`src/rtl/frame_config_writer_if.sv`:
```
// Word stream from the bitstream loader into the frame config writer.
interface frame_config_writer_if #(
  parameter int FrameBitsPerRow = 32
);
  logic [FrameBitsPerRow-1:0] s_data;
  logic                       s_valid;
  logic                       s_ready;

  modport master (output s_data, output s_valid, input s_ready);
  modport slave  (input s_data, input s_valid, output s_ready);
endinterface

```
`src/rtl/frame_config_writer.sv`:
```
// Write-side master of the tile configuration frame buses. The module takes a
// command word and then a data word, holds FrameData for one setup cycle,
// pulses one FrameStrobe bit for one cycle, and then holds the data for one more cycle.
//
// state     | meaning
// ----------+----------------------------------------------------
// IDLE      | ready for a command word (WRITE / END / NOP)
// WAIT_DATA | valid WRITE latched, waiting for its data word
// SETUP     | FrameData settled, strobe still low
// STROBE    | single strobe bit high for one cycle
// HOLD      | strobe low, FrameData held for latch hold time
module frame_config_writer #(
  parameter int MaxFramesPerCol = 20,
  parameter int FrameBitsPerRow = 32,
  parameter int NumColumns      = 16
) (
  input  logic                                  CLK,
  input  logic                                  resetn,
  frame_config_writer_if.slave                  stream,
  output logic [FrameBitsPerRow-1:0]            FrameData,
  output logic [NumColumns*MaxFramesPerCol-1:0] FrameStrobe,
  output logic                                  busy,
  output logic                                  config_done,
  output logic                                  cmd_error
);

  localparam int SW = NumColumns * MaxFramesPerCol;
  localparam int IW = $clog2(SW);
  localparam logic [7:0]    MAX_FRAME = 8'(MaxFramesPerCol);
  localparam logic [7:0]    MAX_COL   = 8'(NumColumns);
  localparam logic [SW-1:0] ONE_BIT   = SW'(1);

  localparam logic [3:0] OP_NOP   = 4'h0;
  localparam logic [3:0] OP_WRITE = 4'h1;
  localparam logic [3:0] OP_END   = 4'h2;

  // The command fields reach up to bit 19.
  if (FrameBitsPerRow < 20) begin : g_width_check
    $error("frame_config_writer: FrameBitsPerRow must be at least 20");
  end

  typedef enum logic [2:0] {
    IDLE      = 3'd0,
    WAIT_DATA = 3'd1,
    SETUP     = 3'd2,
    STROBE    = 3'd3,
    HOLD      = 3'd4
  } state_t;

  state_t                     state_q, state_nxt;
  logic                       ready_q, ready_nxt;
  logic [SW-1:0]              strobe_q, strobe_nxt;
  logic [FrameBitsPerRow-1:0] frame_data_q;
  logic [IW-1:0]              strobe_idx_q;
  logic                       done_q, err_q;

  logic       accept;
  logic [3:0] opcode;
  logic [7:0] frame_f, col_f;
  logic       in_range;

  assign accept   = stream.s_valid & ready_q;
  assign opcode   = stream.s_data[3:0];
  assign frame_f  = stream.s_data[11:4];
  assign col_f    = stream.s_data[19:12];
  assign in_range = (frame_f < MAX_FRAME) && (col_f < MAX_COL);

  // State register; reset aborts any write in flight.
  always_ff @(posedge CLK or negedge resetn) begin
    if (!resetn) state_q <= IDLE;
    else         state_q <= state_nxt;
  end

  // Next-state logic: the fixed five-cycle walk for every accepted WRITE.
  always_comb begin
    state_nxt = state_q;
    case (state_q)
      IDLE:      if (accept && opcode == OP_WRITE && in_range) state_nxt = WAIT_DATA;
      WAIT_DATA: if (accept) state_nxt = SETUP;
      SETUP:     state_nxt = STROBE;
      STROBE:    state_nxt = HOLD;
      HOLD:      state_nxt = IDLE;
      default:   state_nxt = IDLE;
    endcase
  end

  // Output decode from the upcoming state, so ready and the strobe come straight from flops.
  always_comb begin
    ready_nxt  = (state_nxt == IDLE) || (state_nxt == WAIT_DATA);
    strobe_nxt = (state_nxt == STROBE) ? (ONE_BIT << strobe_idx_q) : '0;
  end

  // Registered handshake and strobe; both drop asynchronously on reset.
  always_ff @(posedge CLK or negedge resetn) begin
    if (!resetn) begin
      ready_q  <= 1'b0;
      strobe_q <= '0;
    end else begin
      ready_q  <= ready_nxt;
      strobe_q <= strobe_nxt;
    end
  end

  // Command decode: latch the strobe index and update the sticky status flags.
  always_ff @(posedge CLK or negedge resetn) begin
    if (!resetn) begin
      strobe_idx_q <= '0;
      done_q       <= 1'b0;
      err_q        <= 1'b0;
    end else if (state_q == IDLE && accept) begin
      case (opcode)
        OP_WRITE: begin
          if (in_range) strobe_idx_q <= IW'(col_f) * IW'(MaxFramesPerCol) + IW'(frame_f);
          else          err_q <= 1'b1;
        end
        OP_END:  done_q <= 1'b1;
        OP_NOP:  ;
        default: err_q <= 1'b1;
      endcase
    end
  end

  // Frame data register; it only loads in WAIT_DATA, so it stays fixed from SETUP through HOLD.
  always_ff @(posedge CLK or negedge resetn) begin
    if (!resetn)                              frame_data_q <= '0;
    else if (state_q == WAIT_DATA && accept)  frame_data_q <= stream.s_data;
  end

  assign stream.s_ready = ready_q;
  assign FrameData      = frame_data_q;
  assign FrameStrobe    = strobe_q;
  assign busy           = (state_q != IDLE);
  assign config_done    = done_q;
  assign cmd_error      = err_q;

endmodule

```
`src/flat_wrapper.sv`:
```
// flat-port wrapper written by rule: the top's interface ports become plain ports
module frame_config_writer_flat 
#(
  parameter int MaxFramesPerCol = 20,
  parameter int FrameBitsPerRow = 32,
  parameter int NumColumns      = 16
)
  (CLK, resetn, FrameData, FrameStrobe, busy, config_done, cmd_error, stream_s_data, stream_s_valid, stream_s_ready);
  frame_config_writer_if #(.FrameBitsPerRow(FrameBitsPerRow)) stream_i ();
  input  logic CLK;
  input  logic resetn;
  output logic [FrameBitsPerRow-1:0] FrameData;
  output logic [NumColumns*MaxFramesPerCol-1:0] FrameStrobe;
  output logic busy;
  output logic config_done;
  output logic cmd_error;
  input wire logic [$bits(stream_i.s_data)-1:0] stream_s_data;
  input wire logic [$bits(stream_i.s_valid)-1:0] stream_s_valid;
  output wire logic [$bits(stream_i.s_ready)-1:0] stream_s_ready;
  assign stream_i.s_data = stream_s_data;
  assign stream_i.s_valid = stream_s_valid;
  assign stream_s_ready = stream_i.s_ready;
  frame_config_writer #(.MaxFramesPerCol(MaxFramesPerCol), .FrameBitsPerRow(FrameBitsPerRow), .NumColumns(NumColumns)) u_core (.CLK(CLK), .resetn(resetn), .stream(stream_i), .FrameData(FrameData), .FrameStrobe(FrameStrobe), .busy(busy), .config_done(config_done), .cmd_error(cmd_error));
endmodule
```
`config.mk`:
```
export PLATFORM = sky130hd
export DESIGN_NAME = frame_config_writer_flat
export DESIGN_NICKNAME = d
export VERILOG_FILES = /design/src/rtl/frame_config_writer_if.sv /design/src/rtl/frame_config_writer.sv /design/src/flat_wrapper.sv
export SDC_FILE = /design/constraint.sdc
export NUM_CORES = 1
export LEC_CHECK = 0
export ABC_AREA = 1
export BUFFER_PORTS_ARGS = -buffer_cell sky130_fd_sc_hd__clkbuf_2
export CORE_MARGIN = 5
export CORE_UTILIZATION = 30
export CTS_BUF_LIST = sky130_fd_sc_hd__clkbuf_8 sky130_fd_sc_hd__clkbuf_16
export DETAILED_ROUTE_END_ITERATION = 10
export SYNTH_ARGS = -nofsm -noshare
export SYNTH_HDL_FRONTEND = slang
export SYNTH_SLANG_ARGS = --single-unit
```
`constraint.sdc`:
```
create_clock -name CLK -period 2.7 [get_ports CLK]
set_input_delay 0.54 -clock CLK [delete_from_list [all_inputs] [get_ports CLK]]
set_output_delay 0.54 -clock CLK [all_outputs]
set_load 0.05 [all_outputs]
```
======== After elaboration in Yosys (flattened, before gate mapping) ========
Cells that the tools add are included.
word-level totals
  word-level logic and storage cells ...... 42
  register bits ........................... 367
  output and inout port bits .............. 356
  bits of input ports ..................... 35
operators by class
  multiply operators ...................... 1
  equality and inequality tests ........... 8
  shift-type cells ........................ 1
  $add $sub $neg .......................... 1
  reduce and logical (&&, ||, !) cells .... 14
  muxes and demuxes ....................... 6
  bitwise operators ....................... 2
  $lt $le $gt $ge ......................... 2
operators by type and width
  kind                                                        number
  2-to-1 mux 320 bit                                          1
  left shift 1 x 9 -> 320 bit, first input constant           1
  less-than comparator 8 x 5 -> 1 bit, second input constant  2
  case mux 3 bit (4 select lines)                             1
  adder 9 x 8 -> 9 bit                                        1
  == test 3 x 2 -> 1 bit, second input constant               3
  multiplier 8 x 3 -> 7 bit, second input constant            1
  == test 3 x 1 -> 1 bit, second input constant               2
  logical NOT 3 bit                                           2
  2-to-1 mux 3 bit                                            2
  AND reduction 3 bit                                         2
  logical AND 1 bit                                           5
  == test 4 x 1 -> 1 bit, second input constant               1
  == test 4 x 2 -> 1 bit, second input constant               1
  logical NOT 4 bit                                           1
  nonzero test 3 bit                                          1
  != test 2 bit, second input constant                        1
  case mux 1 bit (2 select lines)                             1
  AND reduction 2 bit                                         1
  OR reduction 2 bit                                          1
  AND 1 bit                                                   1
  logical OR 1 bit                                            1
  2-to-1 mux 1 bit                                            1
  NOT 1 bit                                                   1

======== Logic depth before layout (Yosys ltp) ========
  word-level depth ........................ 7
  mapped depth ............................ 14
  depth with buffers taken out ............ 14

======== Worst setup path after synthesis ========
OpenSTA, ideal clock, no wires.
  path type ............................... input to register
  start ................................... input port stream_s_data[13]
  end ..................................... register u_core.strobe_idx_q[7]
  arrival time ............................ 2456 ps
  data required time ...................... 2580 ps
  stages .................................. 12
  buffers on the path ..................... 0
  slack ................................... 124 ps
  setup time .............................. 120 ps
  path through ............................ ha_1 > ha_1 > inv_1 > fa_1 > inv_1 > ha_1 > nand2_1 > or2_2 > nand3_1 > nand2_1 > nand3_1 > nand2_1
on the way
  word-level cells in the longest chain between the ends .. 3
  elaborated cells between the ends (all ways) .. 5
  those cells by class .................... add/sub: 1; mul: 1; order compare: 1; reduce/logical: 2
RTL lines
  element                                                       RTL line                    source
  start: declaration                                            flat_wrapper.sv:17          input wire logic [$bits(stream_i.s_data)-1:0] stream_s_data;
  branches (longest 3 deep; another with adder 9 x 8 -> 9 bit)  --
  end signal: assignment                                        frame_config_writer.sv:113  if (in_range) strobe_idx_q <= IW'(col_f) * IW'(MaxFramesPerCol) + IW'(frame_f);
  end: declaration                                              frame_config_writer.sv:54   logic [IW-1:0] strobe_idx_q;
Parallel ways; which one is timed is not known.
A chain may end at the register's enable or synchronous reset.

======== Final worst setup path ========
Ends and elaborated chain as after synthesis.

==> results.toml <==
[clock_tree]
cts_max_path_buffers = 3
clkTransAtPathRegs_ns = 0.06
cts_inserted_buffers = 40
clock_latency_ns = 0.56
htree_levels = 2
cts_tree = "done"
clock-root-buffer = "clkbuf_16"
clock-sinks = 367

[detailed_routing]
vias = 10030
routed_via_density = 4.623
ant_nets = 0
drt-initial-drc-count = 674
drc = 0
wire_per_inst_um = 20.78
drt-total-wl_um = 45070
dr.pass1.iters = 5

[finish]
area.growth.synth_to_final_pct = 32.01
antennaDiodeCount = 0
fin_util = 0.3990
drive_gt1_frac = 0.3352
nFillCells = 4202
nNetsFinal = 1603

[sta]
tightestPinTransition_ns = 0.7870
post-route-period-util = 0.8321
holdWs_ns = 0.1894
skew_ns = 0.01973
setup_ws_ns = 0.4534
maxSlewHeadroom = 0.4753
hold_violations = 0
maxSlewViolCount = 0
setup_viol = 0
period_minus_slack_ns = 2.247
fmax_ghz = 0.4451
grt_setup_unrepaired = "no"

[critical_path]
path_cells = "clkbuf_2 > ha_1 > ha_1 > inv_1 > fa_1 > inv_1 > ha_1 > nand2_1 > or2_2 > nand3_1 > nand2_1 > nand3_1 > nand2_1"
crit_slowest_cell = "fa_1"
path_max_fanout = 3
endpoint_kind = "flip-flop"
required_ns = 3.13
rr_worst_depth = 5
startpoint_type = "input port"
arrival_ns = 2.68
r2r_start = "u_core.strobe_idx_q[3]"
r2r-end = "u_core.FrameStrobe[256]"
max_stage_delay_ns = 0.54
critical_path_class = "in2reg"
r2r_setup_slack_ns = 0.67

[grt]
grt_pass1_wl_um = 66180
grt_use_total = 0.1849
grt.overflow.total = 0
first_global_vias = 10370
antenna_found_initial = 0
grt_start_max_net_pins = 78

[floorplan]
io_pins = 391
initial_core_util = 0.3022
die_y_um = 218.1
fp-row-count = 76
die_w_um = 218.1
dieArea_mm2 = 0.04756
coreArea_mm2 = 0.04298

[synth]
avgSynthCellArea_um2 = 11.18
ys_seq_area_frac = 0.7070
syn-cell-area_mm2 = 0.01299
syn-num-nets = 1212
synth_edf_count = 0
synth.distinct_cells = 32
syn_inst = 1162
synth-seq-cells = 367
ys_warn_count = 0
synth_ff_type = "dfrtp_1"
async_reset_ff_frac = 1.000

[power_and_ir_drop]
combPwrFrac = 0.155
p_int_w = 0.009719
ir_worst_vdd_mv = 0.6166
p_sw_frac = 0.2957
clkPwrFrac = 0.419
pwr_density_cell_mw_per_mm2 = 804.8
leakage_nw = 8.748
switching_power_w = 0.004081
pwr-share-seq = 0.427

[place]
hpwl_um = 30880
gp_congestion = 0.8022
dp_slack_ns = -0.09433
portBuffers = 390

[min_path]
hold_start = "stream_s_data[21]"
hp-class = "in2reg"
hold_depth = 3
min_to = "u_core.FrameData[21]"

[run]
cap_violations = 0

[run_status]
status = "completed"
==> cell type report <==
| class | instances | area (µm²) | area share |
|---|---|---|---|
| sequential | 367 | 9188 | 0.5358 |
| multi-input combinational | 674 | 3261 | 0.1901 |
| timing repair buffer | 429 | 2382 | 0.1389 |
| clock buffer | 51 | 1164 | 0.06786 |
| tap | 585 | 732.0 | 0.04269 |
| clock inverter | 22 | 254.0 | 0.01481 |
| inverter | 41 | 167.7 | 0.009777 |
==> state kept, by name (all words and copies together), names as in the netlist <==
signal                 cells
u_core.cmd_error           1
u_core.config_done         1
u_core.FrameStrobe       320
u_core.FrameData          32
u_core.state_q             3
u_core.strobe_idx_q        9
u_core.stream.s_ready      1
==> power by group through the flow <==
stage / logic [W] / registers, W / clock network (W)
after floorplan: 0.000722 / 0.00676 / 0
after global placement: 0.00214 / 0.00598 / 0
after detailed placement: 0.00218 / 0.00598 / 0
after CTS: 0.00218 / 0.00589 / 0.00592
after global routing: 0.00230 / 0.00591 / 0.00614
final: 0.00213 / 0.00589 / 0.00578
==> through the flow <==
| step | total power, W | setup TNS (ns) | instances | cell area [µm²] |
|---|---|---|---|---|
| 2_1_floorplan | 0.007486 | 0 | 1162 | 12990 |
| 3_3_place_gp | 0.008124 | -0.03824 | 2095 | 15720 |
| 3_5_place_dp | 0.008161 | -0.1145 | 2095 | 15720 |
| 4_1_cts | 0.01398 | 0 | 2169 | 17150 |
| 5_1_grt | 0.01436 | 0 | 2169 | 17150 |
| 6_report | 0.01380 | 0 | 2169 | 17150 |
==> logic make-up after synthesis <==
kind of cell | after synthesis | synth area share
AND/OR/NAND/NOR | 624 | 0.2176
flip-flops | 367 | 0.7070
buffers and inverters | 121 | 0.04489
AO/OA/AOI/OAI | 31 | 0.01223
adder cells (fa/ha/maj) | 15 | 0.01560
XOR/XNOR | 4 | 0.002697
==> how the worst max path moves through the flow <==
stage / from / end / slack [ns] / cells after the start
finish: stream_s_data[13] / u_core.strobe_idx_q[7] / 0.45 / 13
global route: stream_s_data[15] / u_core.strobe_idx_q[7] / 0.36 / 13
CTS: stream_s_data[13] / u_core.strobe_idx_q[7] / 0.50 / 13
detailed placement: stream_s_data[13] / u_core.strobe_idx_q[7] / -0.09 / 13
global placement: stream_s_data[13] / u_core.strobe_idx_q[7] / -0.04 / 13
floorplan: stream_s_data[13] / u_core.strobe_idx_q[7] / 0.12 / 12
==> synth_stat cells, types with 2 or more instances <==
library cell | number | area, µm²
a21oi_1 | 6 | 30.03
buf_2 | 41 | 205.2
buf_6 | 8 | 90.09
clkbuf_1 | 29 | 108.9
dfrtp_1 | 367 | 9184
fa_1 | 2 | 40.04
ha_1 | 13 | 162.7
inv_1 | 32 | 120.1
inv_2 | 8 | 30.03
nand2_1 | 109 | 409.1
nand3_1 | 54 | 270.3
nand4_1 | 97 | 606.8
nand4_2 | 2 | 25.02
nor2_1 | 324 | 1216
nor2_2 | 4 | 25.02
nor2_4 | 10 | 112.6
nor3_1 | 14 | 70.07
o21ai_0 | 13 | 65.06
o21ai_1 | 10 | 50.05
or2_1 | 4 | 25.02
or2_2 | 2 | 12.51
xnor2_1 | 2 | 17.52
xor2_1 | 2 | 17.52
==> layer usage <==
layer	GRT usage	routed length, µm	up-vias	share of wire
li1	-	-	4528	-
met4	0.05317	1263	0	0.028
met3	0.04859	3499	69	0.078
met1	0.2431	18720	5016	0.42
met5	0	0	-	0
met2	0.3038	21590	414	0.48
==> critical path, delay by kind of cell <==
kind                     cells  cell delay [ns]
adder cells (fa/ha/maj)      4             1.28
buffers and inverters        3             0.22
AND/OR/NAND/NOR              6             0.64
==> what timing repair did <==
| item | in CTS | in global routing |
|---|---|---|
| resized for setup | 0 | 0 |
| hold buffers | 1 | 0 |
| hold endpoints to repair | 29 | 0 |
| buffers inserted | 0 | 0 |
==> cell usage in the layout (no fill, tap or decap), types with 3 or more instances in the layout <==
cell,synthesis,routed
dfrtp_1,367,364
nor2_4,10,10
nand3_4,0,3
nor2_1,324,324
nand4_1,97,97
clkinvlp_4,0,5
nor3_1,14,14
bufinv_16,0,5
ha_1,13,13
inv_6,0,3
a21oi_1,6,6
nand3_1,54,51
nand2_1,109,109
clkbuf_16,0,41
o21ai_1,10,10
inv_1,32,38
inv_2,8,9
or2_1,4,4
buf_4,1,28
nor2_2,4,4
clkbuf_8,0,10
buf_12,0,10
clkbuf_2,0,389
o21ai_0,13,13
dfrtp_2,0,3
No activity file was read; power rests on OpenSTA's default activity.
